## src/rtl/pista_tela_colisao_if.sv

```systemverilog
// Track-row stream and LED-matrix bundle for the screen/collision block.
// The master side feeds track rows and car buttons and observes the matrix
// and game status; the slave side is the screen/collision block.
interface pista_tela_colisao_if;
    logic [7:0] ROW_IN;
    logic       ROW_VALID;
    logic       CAR_LEFT;
    logic       CAR_RIGHT;
    logic [7:0] LIN;
    logic [7:0] COL;
    logic       CRASH;
    logic [1:0] LIVES_LEFT;
    logic [7:0] SCORE;
    logic       GAME_OVER;

    modport master (
        output ROW_IN,
        output ROW_VALID,
        output CAR_LEFT,
        output CAR_RIGHT,
        input  LIN,
        input  COL,
        input  CRASH,
        input  LIVES_LEFT,
        input  SCORE,
        input  GAME_OVER
    );

    modport slave (
        input  ROW_IN,
        input  ROW_VALID,
        input  CAR_LEFT,
        input  CAR_RIGHT,
        output LIN,
        output COL,
        output CRASH,
        output LIVES_LEFT,
        output SCORE,
        output GAME_OVER
    );
endinterface

```

## src/rtl/pista_tela_colisao.sv

```systemverilog
// Screen buffer, car overlay, collision/lives/score keeping and row-scan
// driver for an 8x8 LED matrix racing game. Track rows scroll in at buf[0]
// and reach the car row buf[7] eight strobes later.
module pista_tela_colisao #(
    parameter int LIVES      = 3,
    parameter int HIT_CYCLES = 16,
    parameter int SCAN_DIV   = 1,
    parameter int CAR_START  = 3
) (
    input  logic                 CLK,
    input  logic                 RESET,
    pista_tela_colisao_if.slave  bus
);

    localparam int HW = $clog2(HIT_CYCLES) + 1;
    localparam int DW = (SCAN_DIV > 1) ? $clog2(SCAN_DIV) : 1;
    localparam logic [HW-1:0] HIT_LAST   = HW'(HIT_CYCLES - 1);
    localparam logic [DW-1:0] DIV_LAST   = DW'(SCAN_DIV - 1);
    localparam logic [2:0]    CAR_INIT   = 3'(CAR_START);
    localparam logic [1:0]    LIVES_INIT = 2'(LIVES);

    typedef enum logic [1:0] {
        PLAY = 2'd0,
        HIT  = 2'd1,
        OVER = 2'd2
    } state_t;

    state_t          state_reg;
    logic [HW-1:0]   hit_cnt_reg;
    logic            crash_reg;
    logic [1:0]      lives_reg;
    logic            game_over_reg;
    logic [7:0]      score_reg;
    logic [2:0]      car_pos_reg;
    logic [7:0]      row_buf_reg  [8];
    logic [7:0]      row_buf_next [8];
    logic [DW-1:0]   div_reg;
    logic [2:0]      scan_reg;
    logic [7:0]      lin_reg;
    logic [7:0]      col_reg;

    logic            is_play;
    logic            is_hit;
    logic            is_over;
    logic            hit_now;
    logic            hit_exit;
    logic            shift_en;
    logic            car_visible;
    logic [7:0]      car_mask;
    logic [7:0]      scan_row;
    logic [7:0]      overlay;

    // Decode of the current game phase and the per-cycle events derived from it
    always_comb begin
        is_play     = (state_reg == PLAY);
        is_hit      = (state_reg == HIT);
        is_over     = (state_reg == OVER);
        // Collision looks only at registered buffer and car position
        hit_now     = is_play && row_buf_reg[7][car_pos_reg];
        hit_exit    = is_hit && (hit_cnt_reg == HIT_LAST);
        // Track keeps scrolling during the crash animation, never after game over
        shift_en    = bus.ROW_VALID && (is_play || is_hit);
        // Car blinks while crashed, steady otherwise
        car_visible = is_play || is_over || (is_hit && hit_cnt_reg[2]);
        scan_row    = row_buf_reg[scan_reg];
    end

    // One-hot column mask of the car, built bit by bit
    generate
        for (genvar gi = 0; gi < 8; gi++) begin : g_car_mask
            assign car_mask[gi] = (car_pos_reg == 3'(gi));
        end
    endgenerate

    assign overlay = ((scan_reg == 3'd7) && car_visible) ? car_mask : 8'd0;

    // Next value of each buffer row: cleared on crash exit, otherwise shifted on a strobe
    generate
        for (genvar gi = 0; gi < 8; gi++) begin : g_row
            if (gi == 0) begin : g_head
                assign row_buf_next[gi] = hit_exit ? 8'd0 :
                                          (shift_en ? bus.ROW_IN : row_buf_reg[gi]);
            end else begin : g_tail
                assign row_buf_next[gi] = hit_exit ? 8'd0 :
                                          (shift_en ? row_buf_reg[gi-1] : row_buf_reg[gi]);
            end
        end
    endgenerate

    // Screen buffer registers
    always_ff @(posedge CLK) begin
        for (int i = 0; i < 8; i++) begin
            if (RESET) begin
                row_buf_reg[i] <= 8'd0;
            end else begin
                row_buf_reg[i] <= row_buf_next[i];
            end
        end
    end

    // Game FSM: crash detection, lives, crash pulse, HIT timer and game-over flag
    always_ff @(posedge CLK) begin
        if (RESET) begin
            state_reg     <= PLAY;
            hit_cnt_reg   <= '0;
            crash_reg     <= 1'b0;
            lives_reg     <= LIVES_INIT;
            game_over_reg <= 1'b0;
        end else begin
            crash_reg <= 1'b0;
            case (state_reg)
                PLAY: begin
                    if (hit_now) begin
                        crash_reg   <= 1'b1;
                        lives_reg   <= lives_reg - 2'd1;
                        hit_cnt_reg <= '0;
                        if (lives_reg == 2'd1) begin
                            state_reg     <= OVER;
                            game_over_reg <= 1'b1;
                        end else begin
                            state_reg <= HIT;
                        end
                    end
                end
                HIT: begin
                    if (hit_exit) begin
                        state_reg   <= PLAY;
                        hit_cnt_reg <= '0;
                    end else begin
                        hit_cnt_reg <= hit_cnt_reg + 1'b1;
                    end
                end
                OVER: begin
                    game_over_reg <= 1'b1;
                end
                default: begin
                    state_reg <= PLAY;
                end
            endcase
        end
    end

    // Car position: saturating moves while playing, re-centred after a crash.
    // Conflicting buttons cancel; the crash cycle itself does not move the car.
    always_ff @(posedge CLK) begin
        if (RESET) begin
            car_pos_reg <= CAR_INIT;
        end else if (hit_exit) begin
            car_pos_reg <= CAR_INIT;
        end else if (is_play && !hit_now) begin
            if (bus.CAR_LEFT && !bus.CAR_RIGHT && (car_pos_reg != 3'd0)) begin
                car_pos_reg <= car_pos_reg - 3'd1;
            end else if (bus.CAR_RIGHT && !bus.CAR_LEFT && (car_pos_reg != 3'd7)) begin
                car_pos_reg <= car_pos_reg + 3'd1;
            end
        end
    end

    // Score: one point per row survived while playing, saturating
    always_ff @(posedge CLK) begin
        if (RESET) begin
            score_reg <= 8'd0;
        end else if (is_play && bus.ROW_VALID && !hit_now && (score_reg != 8'hFF)) begin
            score_reg <= score_reg + 8'd1;
        end
    end

    // Row scan: divider paces the row step, LIN and COL are registered from the same scan row
    always_ff @(posedge CLK) begin
        if (RESET) begin
            div_reg  <= '0;
            scan_reg <= 3'd0;
            lin_reg  <= 8'h01;
            col_reg  <= 8'h00;
        end else begin
            if (div_reg == DIV_LAST) begin
                div_reg  <= '0;
                scan_reg <= scan_reg + 3'd1;
            end else begin
                div_reg <= div_reg + 1'b1;
            end
            lin_reg <= 8'd1 << scan_reg;
            col_reg <= scan_row | overlay;
        end
    end

    assign bus.LIN        = lin_reg;
    assign bus.COL        = col_reg;
    assign bus.CRASH      = crash_reg;
    assign bus.LIVES_LEFT = lives_reg;
    assign bus.SCORE      = score_reg;
    assign bus.GAME_OVER  = game_over_reg;

endmodule
```

## src/flat_wrapper.sv

```systemverilog
// flat-port wrapper written by rule: the top's interface ports become plain ports
module pista_tela_colisao_flat 
#(
    parameter int LIVES      = 3,
    parameter int HIT_CYCLES = 16,
    parameter int SCAN_DIV   = 1,
    parameter int CAR_START  = 3
)
  (CLK, RESET, bus_ROW_IN, bus_ROW_VALID, bus_CAR_LEFT, bus_CAR_RIGHT, bus_LIN, bus_COL, bus_CRASH, bus_LIVES_LEFT, bus_SCORE, bus_GAME_OVER);
  pista_tela_colisao_if bus_i ();
  input  logic CLK;
  input  logic RESET;
  input wire logic [$bits(bus_i.ROW_IN)-1:0] bus_ROW_IN;
  input wire logic [$bits(bus_i.ROW_VALID)-1:0] bus_ROW_VALID;
  input wire logic [$bits(bus_i.CAR_LEFT)-1:0] bus_CAR_LEFT;
  input wire logic [$bits(bus_i.CAR_RIGHT)-1:0] bus_CAR_RIGHT;
  output wire logic [$bits(bus_i.LIN)-1:0] bus_LIN;
  output wire logic [$bits(bus_i.COL)-1:0] bus_COL;
  output wire logic [$bits(bus_i.CRASH)-1:0] bus_CRASH;
  output wire logic [$bits(bus_i.LIVES_LEFT)-1:0] bus_LIVES_LEFT;
  output wire logic [$bits(bus_i.SCORE)-1:0] bus_SCORE;
  output wire logic [$bits(bus_i.GAME_OVER)-1:0] bus_GAME_OVER;
  assign bus_i.ROW_IN = bus_ROW_IN;
  assign bus_i.ROW_VALID = bus_ROW_VALID;
  assign bus_i.CAR_LEFT = bus_CAR_LEFT;
  assign bus_i.CAR_RIGHT = bus_CAR_RIGHT;
  assign bus_LIN = bus_i.LIN;
  assign bus_COL = bus_i.COL;
  assign bus_CRASH = bus_i.CRASH;
  assign bus_LIVES_LEFT = bus_i.LIVES_LEFT;
  assign bus_SCORE = bus_i.SCORE;
  assign bus_GAME_OVER = bus_i.GAME_OVER;
  pista_tela_colisao #(.LIVES(LIVES), .HIT_CYCLES(HIT_CYCLES), .SCAN_DIV(SCAN_DIV), .CAR_START(CAR_START)) u_core (.CLK(CLK), .RESET(RESET), .bus(bus_i));
endmodule
```

## config.mk

```make
export PLATFORM = sky130hd
export DESIGN_NAME = pista_tela_colisao_flat
export DESIGN_NICKNAME = d
export VERILOG_FILES = /design/src/rtl/pista_tela_colisao_if.sv /design/src/rtl/pista_tela_colisao.sv /design/src/flat_wrapper.sv
export SDC_FILE = /design/constraint.sdc
export NUM_CORES = 1
export LEC_CHECK = 0
export CAP_MARGIN = 20
export CORE_UTILIZATION = 55
export CTS_BUF_LIST = sky130_fd_sc_hd__clkbuf_8 sky130_fd_sc_hd__clkbuf_16
export CTS_CLUSTER_SIZE = 24
export DETAILED_ROUTE_END_ITERATION = 10
export HOLD_SLACK_MARGIN = 0.02
export PLACE_DENSITY = 0.77
export SYNTH_ARGS = -nofsm -noshare
export SYNTH_HDL_FRONTEND = slang
export SYNTH_SLANG_ARGS = --single-unit
```

## constraint.sdc

```tcl
create_clock -name CLK -period 2.2 [get_ports CLK]
set_input_delay 0.33 -clock CLK [delete_from_list [all_inputs] [get_ports CLK]]
set_output_delay 0.33 -clock CLK [all_outputs]
set_load 0.005 [all_outputs]
```

After elaboration in Yosys (flattened, before gate mapping)
Memories as Yosys holds them, arrays and structs flattened. A register that Yosys moved wholly into a read port is not among the register bits.
Cells that the tools add are included.
Cells by class
  add/subtract/negate cells: 7
  order comparisons: 1
  equality and inequality tests: 17
  shift operators: 1
  multiplexer cells: 45
  bitwise gates (word level): 12
  reductions and logical operators: 33
Operator list (count)
  $mux W8: 25
  $eq A3 B3 Y1 const B: 5
  $logic_and A1 B1 Y1: 13
  $mux W3: 4
  $mux W5: 2
  $pmux W5 S2: 1
  $add A8 B1 Y8 const B: 1
  $ne A8 B8 Y1 const B: 1
  $or A1 B1 Y1: 8
  $or A8 B8 Y8: 1
  $shl A1 B3 Y8 const A: 1
  $mux W1: 7
  $add A3 B1 Y3 const B: 2
  $eq A3 B2 Y1 const B: 2
  $mux W2: 3
  $ne A2 B2 Y1 const B: 3
  $pmux W2 S3: 1
  $reduce_and A2 Y1: 3
  $reduce_and A3 Y1: 2
  $reduce_bool A2 Y1: 3
  $reduce_or A2 Y1: 3
  $add A5 B1 Y5 const B: 1
  $eq A5 B4 Y1 const B: 1
  $eq A2 B1 Y1 const B: 2
  other kinds (15): 21
Word-level totals
  flip-flop bits (word level): 42
  bits in writable memories: 64
  input bits: 13
  output and inout bits: 28
  word-level logic and storage cells: 128
  memories kept: 1
Memory list
  u_core.row_buf_reg: words 8, bits a word 8, read ports 9, clocked after memory_dff 1, write ports 8, line pista_tela_colisao.sv:35  | logic [7:0] row_buf_reg [8];

Longest topological paths before layout
Gate-level depths: netlist of the first run.
  depth after elaboration: 6
  gate-level depth with buffers: 8
  gate-level depth less buffers: 7

Worst setup path after synthesis of the first run
No wires, ideal clock.
  path type: reg2reg
  start: register u_core.car_pos_reg[0]
  end: register u_core.score_reg[0] (netlist: u_core.bus.SCORE[0])
  library setup time: 0.121 ns
  data arrival time: 1.739 ns
  data required time: 2.079 ns
  setup slack: 0.340 ns
  stages on the path, launching flop included: 7
  path buffers: 1
  clock period less this slack: 1.860 ns
  path through: dfxtp_1 > buf_6 > mux2_4 > a2bb2oi_1 > and2_4 > a211oi_1 > mux2_2
Between the ends
  longest elaborated chain between the ends: 6
RTL lines
  start: declaration: line pista_tela_colisao.sv:34  | logic [2:0] car_pos_reg;
  start signal: assignment: line pista_tela_colisao.sv:152  | car_pos_reg <= car_pos_reg - 3'd1;
  start signal: assignment: line pista_tela_colisao.sv:154  | car_pos_reg <= car_pos_reg + 3'd1;
  $bmux W1 S3: line pista_tela_colisao.sv:59  | hit_now = is_play && row_buf_reg[7][car_pos_reg];
  $mux W1 (implied by the code): line pista_tela_colisao.sv:59
  $logic_and A1 B1 Y1: line pista_tela_colisao.sv:59
  $logic_not A1 Y1: line pista_tela_colisao.sv:163  | end else if (is_play && bus.ROW_VALID && !hit_now && (score_reg != 8'hFF)) begin
  $logic_and A1 B1 Y1 (2 in series): line pista_tela_colisao.sv:163
  end signal: assignment: line pista_tela_colisao.sv:164  | score_reg <= score_reg + 8'd1;
  end: declaration: line pista_tela_colisao.sv:33  | logic [7:0] score_reg;
No other way between the ends. The select of a mux whose other input is x is not followed.
A chain may end at the register's enable or synchronous reset.

Final worst setup path of the first run
Same ends and word-level chain as after synthesis.

==> results of run 1 <==
## Yosys cell counts (all sizes together), types with 2 or more instances
master  number  share of area (%)
buf         12                1.4
o31ai        3               0.48
a21oi       81                8.7
nor3         4               0.43
mux2i       17                3.6
a211oi       3               0.48
a31o         3               0.56
nand2b       5               0.67
and2        10                1.4
nand3       12                1.3
nand4        4               0.54
o211ai       2               0.32
nor2        15                1.2
inv         12               0.97
a31oi        4               0.54
clkbuf      20                1.6
nand2      143                 12
and3         2               0.27
dfxtp      109                 47
ha          15                4.0
mux4        16                7.7
nor2b        9                1.2
mux2         3               0.80
xnor2        2               0.38
## power by group through the flow
| stage | clock, mW | combinational, mW | sequential (mW) |
|---|---|---|---|
| after floorplan | 0 | 0.823 | 2.24 |
| after global placement | 0 | 1.07 | 2.29 |
| after detailed placement | 0 | 1.10 | 2.30 |
| after CTS | 1.23 | 1.10 | 2.26 |
| after global routing | 1.31 | 1.24 | 2.29 |
| final | 1.21 | 1.11 | 2.26 |
## worst min path at each step
stage                                          start                                     to  slack [ns]  depth (start not counted)
2_1_floorplan  u_core.row_buf_reg[2][0]$_SDFFE_PP0P_  u_core.row_buf_reg[3][0]$_SDFFE_PP0P_        0.44                          2
3_3_place_gp   u_core.row_buf_reg[6][5]$_SDFFE_PP0P_  u_core.row_buf_reg[7][5]$_SDFFE_PP0P_        0.45                          2
3_5_place_dp   u_core.row_buf_reg[6][7]$_SDFFE_PP0P_  u_core.row_buf_reg[7][7]$_SDFFE_PP0P_        0.46                          2
4_1_cts        u_core.row_buf_reg[5][2]$_SDFFE_PP0P_  u_core.row_buf_reg[6][2]$_SDFFE_PP0P_        0.47                          2
5_1_grt        u_core.row_buf_reg[5][2]$_SDFFE_PP0P_  u_core.row_buf_reg[6][2]$_SDFFE_PP0P_        0.48                          2
6_report       u_core.row_buf_reg[5][2]$_SDFFE_PP0P_  u_core.row_buf_reg[6][2]$_SDFFE_PP0P_        0.47                          2
## cells by family after synthesis
group | synth area share, %
AOI/OAI and AO/OA | 12.91
buffers and inverters | 3.944
DFF | 46.79
xor gates and xnor gates | 0.5636
adders and majority gates | 4.025
muxes | 12.18
other | 0.08042
and+or+nand+nor | 19.51
## critical path: cells and delay by family, from the launching register on
kind / cells / cell delay [ns]
AND/OR/NAND/NOR: 1 / 0.22
AO/OA/AOI/OAI: 2 / 0.54
flip-flops: 1 / 0.46
multiplexers: 2 / 0.70
## layer usage
| metal | part of all wire [%] | vias up |
|---|---|---|
| met2 | 47 | 80 |
| met4 | 1.4 | 0 |
| met3 | 5.3 | 14 |
| met1 | 46 | 1745 |
| met5 | 0 | - |
| li1 | - | 1843 |
## through the flow
step                      setup slack [ns]  power [mW]  hold slack [ns]  area [µm²]
final                               0.1819       4.581           0.4660        5394
after global routing               0.08088       4.838           0.4848        5394
after CTS                          0.05294       4.588           0.4683        5388
after detailed placement           0.06939       3.400           0.4553        5190
after global placement              0.1707       3.361           0.4474        5190
after floorplan                     0.3400       3.068           0.4419        4663
## layout make-up
| cell class | instances | area, µm² | share of cell area (%) |
|---|---|---|---|
| multi-input cells | 372 | 2323 | 43.08 |
| flip-flops and latches | 109 | 2183 | 40.48 |
| repair buffers | 50 | 513.0 | 9.511 |
| well taps | 105 | 131.4 | 2.436 |
| clock buffers | 9 | 123.9 | 2.296 |
| clock inverters | 7 | 73.82 | 1.369 |
| inverters | 12 | 45.04 | 0.8351 |
==> flow_summary.ini, run 1 <==
[finish]
final_cells = 664
n_antenna_cell = 0
fillCellCount = 677
layout.cells.most_common_list = sky130_fd_sc_hd__nand2_1, sky130_fd_sc_hd__dfxtp_1, sky130_fd_sc_hd__a21oi_1, sky130_fd_sc_hd__clkdlybuf4s50_1, sky130_fd_sc_hd__mux2i_1
final_core_util_pct = 65.65
final_net_count = 582
largest_register_ff_count = 64
layout-area-overhead-vs-synth_pct = 15.67
mostFrequentLayoutCell = sky130_fd_sc_hd__nand2_1
final_layout_size_suffix_gt1_share_pct = 9.839

[flow_run]
maxCapViolations = 0

[die]
die_area_mm2 = 0.008851
initial_utilization_pct = 56.75
chipHeight_um = 94.08
chipWidth_um = 94.08
placeableCoreArea_mm2 = 0.008217
design.portCount = 41
std_cell_rows = 33

[power_and_ir_drop]
p_clk_share_pct = 26.4
worst_ir_drop_vdd_uv = 361.4
cellInternalPower_mw = 3.125
total_switching_power_mw = 1.456
part_of_the_total_power_dissipated_in_sequential_elements_pct = 49.3
total_power_per_unit_cell_area_mw_per_mm2 = 849.3
total_leakage_power_nw = 1.920
p_sw_share_pct = 31.78
share_comb_of_total_power_pct = 24.3

[yosys]
synth_warnings = 0
synth.lib_cells_used.distinct = 47
yosys_register_bits = 109
mappedNetlistArea_mm2 = 0.004663
postSynthNetCount = 553
synth_area_per_cell_um2 = 8.882
synth-edff-count = 0
async_reset_ff_share_pct = 0
syn-instance-count = 525
ys_seq_area_share_pct = 46.79
synth_ff_type = sky130_fd_sc_hd__dfxtp_1

[route]
drtIter0Drc = 236
remaining_drc_errors = 0
detailedRoute.firstPassIterationCount = 5
routedWlPerCell_um = 13.85
vias = 3682
routed_via_density = 5.545
ant_nets = 0
drt-total-wl_mm = 9.196

[global_route]
globalRouteMet3Util_pct = 3.722
grt_antenna_before_repair = 0
grt_busiest_layer = met2
global_route.usage.total_pct = 22.40
grt_first_pass_wirelength_mm = 15.69
globalRouteOverflowTotal = 0
number_of_global_route_vias_before_repair = 3470
gr-usage-met2_pct = 36.31
pin_count_of_the_biggest_net_entering_global_routing = 65
groute.layer.met1.usage_pct = 30.29

[clock_tree]
post_cts_setup_buffer_count = 0
numCtsBuffers = 9
clock-sinks = 109
cts.clk_slew.worst_paths_ns = 0.10
cts_root_buf = sky130_fd_sc_hd__clkbuf_8
number_of_levels_in_the_clock_h_tree = 3
tritoncts_clock_tree = done
hold_buffers = 0
insertion_delay_ns = 0.37
max-clock-path-buffers = 2
cts_repair_resize_count = 0

[sta]
final-max-slew-violation-count = 0
hold_violation_count_in_the_final_report = 0
setup_violation_total_in_the_final_timing_report = 0
worst_slew_pin_slew_ns = 0.6687
fin_crit_sh_pct = 91.73
grt_setup_unrepaired = false
setup_total_negative_slack_ns = 0
slew_headroom_pct = 55.32
fin_skew_ns = 0.009247
fmax_mhz = 495.5
finalWorstPathRequiredPeriod_ns = 2.018

[worst_setup_path]
critPathSlowestCell = sky130_fd_sc_hd__dfxtp_2
setup.worst_path.end = u_core.bus.SCORE[0]$_SDFFE_PP0P_
crit_fanout = 14
cp.arrival_ns = 2.28
cpPeakStageDelay_ns = 0.46
critical_path.endpoint_type = flop
reg2reg_from = u_core.car_pos_reg[0]$_SDFFE_PP1P_
required_ns = 2.47
crit-reg2reg-capture = u_core.bus.SCORE[0]$_SDFFE_PP0P_
rrSetupSlack_ns = 0.18
cp-startpoint = u_core.car_pos_reg[0]$_SDFFE_PP1P_
setup.worst_path.class = reg2reg
startpoint_type = flop
reg2regPathDepth = 5
cp_cell_sequence = mux2_4 > a2bb2oi_1 > and2_4 > a211oi_1 > mux2_2

[run_status]
run_status = finished clean

[worst_hold_path]
worstHoldPathType = reg2reg

[placed_design]
port_buffer_count = 40
post-place-cells = 648
place.detailed.hpwl_mm = 6.182
routabilityCongestion = 0.7657
(Power assumes the default switching activity.)
==> run 2, diff against run 1 <==
--- a/config.mk
+++ b/config.mk
@@ -6,12 +6,14 @@
 export NUM_CORES = 1
 export LEC_CHECK = 0
 export CAP_MARGIN = 20
-export CORE_UTILIZATION = 55
+export CELL_PAD_IN_SITES_DETAIL_PLACEMENT = 1
+export CELL_PAD_IN_SITES_GLOBAL_PLACEMENT = 1
+export CORE_UTILIZATION = 44
 export CTS_BUF_LIST = sky130_fd_sc_hd__clkbuf_8 sky130_fd_sc_hd__clkbuf_16
 export CTS_CLUSTER_SIZE = 24
 export DETAILED_ROUTE_END_ITERATION = 10
 export HOLD_SLACK_MARGIN = 0.02
-export PLACE_DENSITY = 0.77
+export PLACE_DENSITY_LB_ADDON = 0.1
 export SYNTH_ARGS = -nofsm -noshare
 export SYNTH_HDL_FRONTEND = slang
 export SYNTH_SLANG_ARGS = --single-unit
==> run 2 against run 1 <==
  * Final cell count grew 5.1%
  * Non-clock buffer count is 3 higher
  * Clock skew grew 0.0092 ns
  * Fmax is 3.1% lower
  * Clock-buffer cell count rose by 1
  * Worst hold slack got worse by 0.0060 ns
  * Sequential power barely moved
  * Critical path depth did not move
  * Power grew 2.4%
  * Critical endpoint unchanged
  * Largest cell class unchanged
==> flow_summary.ini, run 2 (synthesis gave the netlist of run 1 again) <==
[clock_tree]
clock-sinks = 109
number_of_levels_in_the_clock_h_tree = 3
tritoncts_clock_tree = done
max-clock-path-buffers = 2
numCtsBuffers = 9
insertion_delay_ns = 0.38
cts_root_buf = sky130_fd_sc_hd__clkbuf_8
hold_buffers = 0
post_cts_setup_buffer_count = 0
cts.clk_slew.worst_paths_ns = 0.12
cts_repair_resize_count = 0

[die]
design.portCount = 41
initial_utilization_pct = 45.37
chipHeight_um = 104.9
chipWidth_um = 104.9
die_area_mm2 = 0.01101
placeableCoreArea_mm2 = 0.01028
std_cell_rows = 37

[route]
routed_via_density = 5.374
met2_wirelength_mm = 5.516
vias = 3751
remaining_drc_errors = 0
drtIter0Drc = 146
drt-met1-wl_mm = 5.261
detailedRoute.firstPassIterationCount = 4
ant_nets = 0
route.met3.wl_um = 220
routedWlPerCell_um = 15.90
drt-total-wl_mm = 11.10
topRoutingLayerUsed = met4

[sta]
setup_total_negative_slack_ns = 0
fmax_mhz = 480.0
grt_setup_unrepaired = false
worst_slew_pin_slew_ns = 0.5789
setup_violation_total_in_the_final_timing_report = 0
finalWorstPathRequiredPeriod_ns = 2.083
hold_violation_count_in_the_final_report = 0
slew_headroom_pct = 61.36
fin_skew_ns = 0.01849
fin_crit_sh_pct = 94.70
final-max-slew-violation-count = 0

[finish]
final_layout_size_suffix_gt1_share_pct = 9.786
final_net_count = 585
layout.cells.most_common_list = sky130_fd_sc_hd__nand2_1, sky130_fd_sc_hd__dfxtp_1, sky130_fd_sc_hd__a21oi_1, sky130_fd_sc_hd__clkdlybuf4s50_1, sky130_fd_sc_hd__mux2i_1
n_antenna_cell = 0
mostFrequentLayoutCell = sky130_fd_sc_hd__nand2_1
largest_register_ff_count = 64
layout-area-overhead-vs-synth_pct = 17.17

[power_and_ir_drop]
total_power_per_unit_cell_area_mw_per_mm2 = 858.7
total_leakage_power_nw = 1.932
totalPowerFinal_mw = 4.692
worst_ir_drop_vdd_uv = 384.5

[global_route]
grt_first_pass_wirelength_mm = 18.82
grt_antenna_before_repair = 0
globalRouteOverflowTotal = 0
pin_count_of_the_biggest_net_entering_global_routing = 68
number_of_global_route_vias_before_repair = 3871
global_route.usage.total_pct = 21.49

[worst_setup_path]
critical-path-top-delay-family = multiplexers
startpoint_type = flop
crit_fanout = 14
required_ns = 2.48
setup.worst_path.class = reg2reg
critical_path.endpoint_type = flop
cp_cell_sequence = mux2_4 > a2bb2oi_1 > and2_4 > a211oi_1 > mux2_2
cpPeakStageDelay_ns = 0.57
cp.arrival_ns = 2.36
critPathSlowestCell = sky130_fd_sc_hd__dfxtp_1
timing.critical_path.buf_inv = 0

[placed_design]
place.detailed.hpwl_mm = 7.570
routabilityCongestion = 0.7807
port_buffer_count = 40

[worst_hold_path]
worstHoldPathType = reg2reg

[run_status]
run_status = finished clean

[flow_run]
maxCapViolations = 0
-- run 2: cell count changes in the layout (fill, tap and decap cells not counted), sizes merged --
| cell | delta |
|---|---|
| buf | +3 |
| clkinv | -4 |
| clkbuf | +1 |
| inv | +1 |
| clkinvlp | +2 |
-- run 2: where the power goes --
| part | total, mW | switching, mW | internal, mW |
|---|---|---|---|
| sequential | 2.26 | 0.154 | 2.11 |
| combinational | 1.18 | 0.655 | 0.523 |
| clock | 1.25 | 0.697 | 0.557 |
| total | 4.69 | 1.51 | 3.19 |
-- run 2: metrics by stage --
| step | cell area, µm² | std cells | utilization, % | hold WS (ns) | worst slack [ns] |
|---|---|---|---|---|---|
| 3_5_place_dp | 5264 | 682 | 51.22 | 0.4585 | 0.09901 |
| 2_1_floorplan | 4663 | 525 | - | 0.4419 | 0.3400 |
| 3_3_place_gp | 5264 | 682 | 51.22 | 0.4494 | 0.1664 |
| 6_report | 5464 | 698 | 53.17 | 0.4600 | 0.1165 |
| 4_1_cts | 5464 | 698 | 53.17 | 0.4683 | 0.08912 |
| 5_1_grt | 5464 | 698 | 53.17 | 0.4804 | 0.001872 |
-- run 2: final cells by class --
type | count | area (µm²)
clock inverter | 6 | 62.56
multi-input combinational | 372 | 2318
tap | 136 | 170.2
fill | 1192 | 4813
timing repair buffer | 53 | 548.0
clock buffer | 10 | 137.6
inverter | 12 | 45.04
sequential | 109 | 2182
-- run 2: routing by layer --
layer | track usage, % | up-vias
li1 | - | 1848
met1 | 27.20 | 1854
met2 | 38.32 | 41
met3 | 2.682 | 8
met4 | 6.036 | 0
met5 | 0 | -
-- run 2: worst reg2reg max path, stage by stage, from the launching register on --
cell,delay (ns)
sky130_fd_sc_hd__dfxtp_1,0.57
sky130_fd_sc_hd__mux2_4,0.34
sky130_fd_sc_hd__a2bb2oi_1,0.18
sky130_fd_sc_hd__and2_4,0.21
sky130_fd_sc_hd__a211oi_1,0.32
sky130_fd_sc_hd__mux2_2,0.38
-- run 2: worst paths after layout --
kind | start | to | slack, ns | cells past startpoint
worst max-delay path | u_core.car_pos_reg[0]$_SDFFE_PP1P_ | u_core.bus.SCORE[0]$_SDFFE_PP0P_ | 0.12 | 5
worst min-delay path | u_core.row_buf_reg[4][0]$_SDFFE_PP0P_ | u_core.row_buf_reg[5][0]$_SDFFE_PP0P_ | 0.46 | 2
worst min register to register | u_core.row_buf_reg[4][0]$_SDFFE_PP0P_ | u_core.row_buf_reg[5][0]$_SDFFE_PP0P_ | 0.46 | 2
worst max register to register | u_core.car_pos_reg[0]$_SDFFE_PP1P_ | u_core.bus.SCORE[0]$_SDFFE_PP0P_ | 0.12 | 5
==> run 3, diff against run 2 <==
--- a/config.mk
+++ b/config.mk
@@ -5,10 +5,11 @@
 export SDC_FILE = /design/constraint.sdc
 export NUM_CORES = 1
 export LEC_CHECK = 0
+export ABC_AREA = 1
 export CAP_MARGIN = 20
 export CELL_PAD_IN_SITES_DETAIL_PLACEMENT = 1
 export CELL_PAD_IN_SITES_GLOBAL_PLACEMENT = 1
-export CORE_UTILIZATION = 44
+export CORE_UTILIZATION = 38
 export CTS_BUF_LIST = sky130_fd_sc_hd__clkbuf_8 sky130_fd_sc_hd__clkbuf_16
 export CTS_CLUSTER_SIZE = 24
 export DETAILED_ROUTE_END_ITERATION = 10
==> constraint.sdc (replaced) <==
create_clock -name CLK -period 1.9 [get_ports CLK]
set_input_delay 0.285 -clock CLK [delete_from_list [all_inputs] [get_ports CLK]]
set_output_delay 0.285 -clock CLK [all_outputs]
set_load 0.005 [all_outputs]
==> run 3 against run 2 <==
  * Critical path type unchanged
  * Final area is 8.6% higher
  * Critical path depth is 3 higher
  * Synthesized cell count is 32% higher
  * Sequential power is 18% higher
==> flow_summary.ini, run 3 <==
[run_status]
run_status = finished clean

[finish]
final_net_count = 748
final_core_util_pct = 46.28
mostFrequentLayoutCell = sky130_fd_sc_hd__nand2_1
layout.cells.most_common_list = sky130_fd_sc_hd__nand2_1, sky130_fd_sc_hd__nand3_1, sky130_fd_sc_hd__dfxtp_1, sky130_fd_sc_hd__a21oi_1, sky130_fd_sc_hd__inv_1
layout-area-overhead-vs-synth_pct = 16.93
fillCellCount = 1615
final_area_mm2 = 0.005936
n_antenna_cell = 0
sequential_cell_area_mm2 = 0.002182
largest_register_ff_count = 64
final_layout_size_suffix_gt1_share_pct = 8.138
multiInputGateArea_mm2 = 0.002415

[worst_setup_path]
crit_top_cell = sky130_fd_sc_hd__nand3_2
required_ns = 2.13
startpoint_type = flop
critical-path-top-delay-family = flip-flops
crit_fanout = 9
critPathSlowestCell = sky130_fd_sc_hd__dfxtp_1
critical_path.endpoint_type = flop
setup.worst_path.class = reg2reg
cp_cell_sequence = inv_2 > ha_1 > nand2_2 > nand3_2 > o31ai_2 > nand3_2 > nand2_1 > o211ai_1
cpPeakStageDelay_ns = 0.52
cp.arrival_ns = 1.91
timing.critical_path.buf_inv = 1
rrSetupSlack_ns = 0.22

[clock_tree]
numCtsBuffers = 9
hold_buffers = 0
number_of_levels_in_the_clock_h_tree = 3
cts_root_buf = sky130_fd_sc_hd__clkbuf_16
cts_repair_resize_count = 0
tritoncts_clock_tree = done
post_cts_setup_buffer_count = 0
max-clock-path-buffers = 2
clock-sinks = 109
insertion_delay_ns = 0.35
cts.clk_slew.worst_paths_ns = 0.07

[yosys]
synth_warnings = 0
synth.lib_cells_used.distinct = 34
postSynthNetCount = 723
synth_most_common_cell = sky130_fd_sc_hd__nand2_1
synth_ff_type = sky130_fd_sc_hd__dfxtp_1
post_synth_and_or_nand_nor_area_fraction_pct = 31.06
fraction_of_synthesized_area_in_multiplexers_pct = 0.1972
share_of_the_synthesized_area_in_compound_gates_ao_oa_aoi_oai_pct = 11.81
syn-instance-count = 695
largest_cells_by_area_after_synthesis = sky130_fd_sc_hd__dfxtp_1, sky130_fd_sc_hd__nand2_1, sky130_fd_sc_hd__nand3_1
synth-edff-count = 0
synth_xor_xnor_area_share_pct = 0.6902
synth_largest_type_area_fraction_pct = 42.99
ys_seq_area_share_pct = 42.99
synth_top_family_by_area = simple AND/OR/NAND/NOR gates
synth_area_per_cell_um2 = 7.304
mappedNetlistArea_mm2 = 0.005076
synth_commonest_cells = sky130_fd_sc_hd__nand2_1, sky130_fd_sc_hd__nand3_1, sky130_fd_sc_hd__dfxtp_1
synth.largest_area_cell = sky130_fd_sc_hd__dfxtp_1
yosys_register_bits = 109
post_synth_fa_ha_maj_area_fraction_pct = 3.697
async_reset_ff_share_pct = 0

[placed_design]
placed_area_mm2 = 0.005634
port_buffer_count = 40
routabilityCongestion = 0.7982
pre_cts_ws_ns = 0.2110
place.detailed.hpwl_mm = 9.038

[sta]
grt_setup_unrepaired = false
hold_violation_count_in_the_final_report = 0
final.setup.worst_slack_ns = 0.2235
final-max-slew-violation-count = 0
setup_total_negative_slack_ns = 0
setup_violation_total_in_the_final_timing_report = 0
fin_skew_ns = 0.006580
worst_hold_slack_ns = 0.4144
fmax_mhz = 596.5
finalWorstPathRequiredPeriod_ns = 1.676
fin_crit_sh_pct = 88.24

[die]
die_area_mm2 = 0.01382
design.portCount = 41
std_cell_rows = 41
chipWidth_um = 117.6
initial_utilization_pct = 39.58
placeableCoreArea_mm2 = 0.01282
chipHeight_um = 117.6

[global_route]
grt_first_pass_wirelength_mm = 23.58
global_route.usage.total_pct = 21.17
globalRouteOverflowTotal = 0
pin_count_of_the_biggest_net_entering_global_routing = 66
number_of_global_route_vias_before_repair = 4758
grt_antenna_before_repair = 0

[route]
routed_via_density = 5.195
vias = 4660
detailedRoute.firstPassIterationCount = 4
ant_nets = 0
drtIter0Drc = 195
remaining_drc_errors = 0
drt-total-wl_mm = 13.81
routedWlPerCell_um = 15.39

[power_and_ir_drop]
total_power_per_unit_cell_area_mw_per_mm2 = 1087
total_leakage_power_nw = 2.321
worst_ir_drop_vdd_uv = 464.1

[worst_hold_path]
worstHoldPathType = in2reg

[flow_run]
maxCapViolations = 0
==> run 3: changes by cell type after synthesis, moves of 9 or more <==
cell,before,now
sky130_fd_sc_hd__nand3_1,12,112
sky130_fd_sc_hd__inv_1,12,56
sky130_fd_sc_hd__nand2_1,143,168
sky130_fd_sc_hd__nor2_1,15,39
sky130_fd_sc_hd__o21ai_0,1,22
sky130_fd_sc_hd__mux2i_1,17,1
sky130_fd_sc_hd__mux4_2,16,0
sky130_fd_sc_hd__and2_1,9,0
sky130_fd_sc_hd__nor2b_1,9,0
==> run 3: worst register-to-register path, cell delays in order (launching register included) <==
cell and delay, ns:
sky130_fd_sc_hd__dfxtp_1 0.52, sky130_fd_sc_hd__inv_2 0.14, sky130_fd_sc_hd__ha_1 0.24, sky130_fd_sc_hd__nand2_2 0.09, sky130_fd_sc_hd__nand3_2 0.12, sky130_fd_sc_hd__o31ai_2 0.12
sky130_fd_sc_hd__nand3_2 0.16, sky130_fd_sc_hd__nand2_1 0.09, sky130_fd_sc_hd__o211ai_1 0.08
==> run 3: logic make-up (layout without fill, tap and decap cells) <==
logic type | count (synthesis) | after routing
multiplexers | 1 | 1
flip-flops | 109 | 109
buffers and inverters | 104 | 134
other | 1 | 1
AO/OA/AOI/OAI | 113 | 113
AND/OR/NAND/NOR | 348 | 348
XOR/XNOR | 4 | 4
adder cells (fa/ha/maj) | 15 | 15
==> run 3: stage by stage <==
| stage | power [mW] | std cells |
|---|---|---|
| 6_report | 6.451 | 897 |
| 5_1_grt | 6.930 | 897 |
| 4_1_cts | 6.551 | 897 |
| 3_5_place_dp | 4.603 | 881 |
| 3_3_place_gp | 4.525 | 881 |
| 2_1_floorplan | 4.055 | 695 |
==> run 3: routing by layer <==
metal	global-route usage, %	vias to the layer above	routed length [µm]
met4	9.535	0	300
met5	0	-	0
li1	-	2325	-
met3	2.665	16	256
met1	26.95	2266	6630
met2	35.72	53	6618
==> run 3: worst paths after layout <==
| check | start | end | depth (start not counted) |
|---|---|---|---|
| setup / recovery | u_core.car_pos_reg[0]$_SDFFE_PP1P_ | u_core.car_pos_reg[1]$_SDFFE_PP1P_ | 8 |
| hold / removal | bus_ROW_VALID | u_core.row_buf_reg[5][4]$_SDFFE_PP0P_ | 4 |
| setup reg to reg | u_core.car_pos_reg[0]$_SDFFE_PP1P_ | u_core.car_pos_reg[1]$_SDFFE_PP1P_ | 8 |
| hold reg to reg | u_core.row_buf_reg[7][3]$_SDFFE_PP0P_ | u_core.row_buf_reg[7][3]$_SDFFE_PP0P_ | 2 |
==> run 3: final cells by class <==
| type | count | share of cell area (%) |
|---|---|---|
| Tap cell | 172 | 3.626 |
| Inverter | 63 | 4.026 |
| Sequential cell | 109 | 36.76 |
| Multi-Input combinational cell | 482 | 40.68 |
| Clock buffer | 10 | 4.026 |
| Timing Repair Buffer | 55 | 9.823 |
| Clock inverter | 6 | 1.054 |
==> run 3: power breakdown <==
group	leakage [nW]	switching (mW)	internal, mW
logic	1.29	1.18	0.680
registers	0.886	0.198	2.47
clock network	0.140	0.866	1.05
total	2.32	2.24	4.21
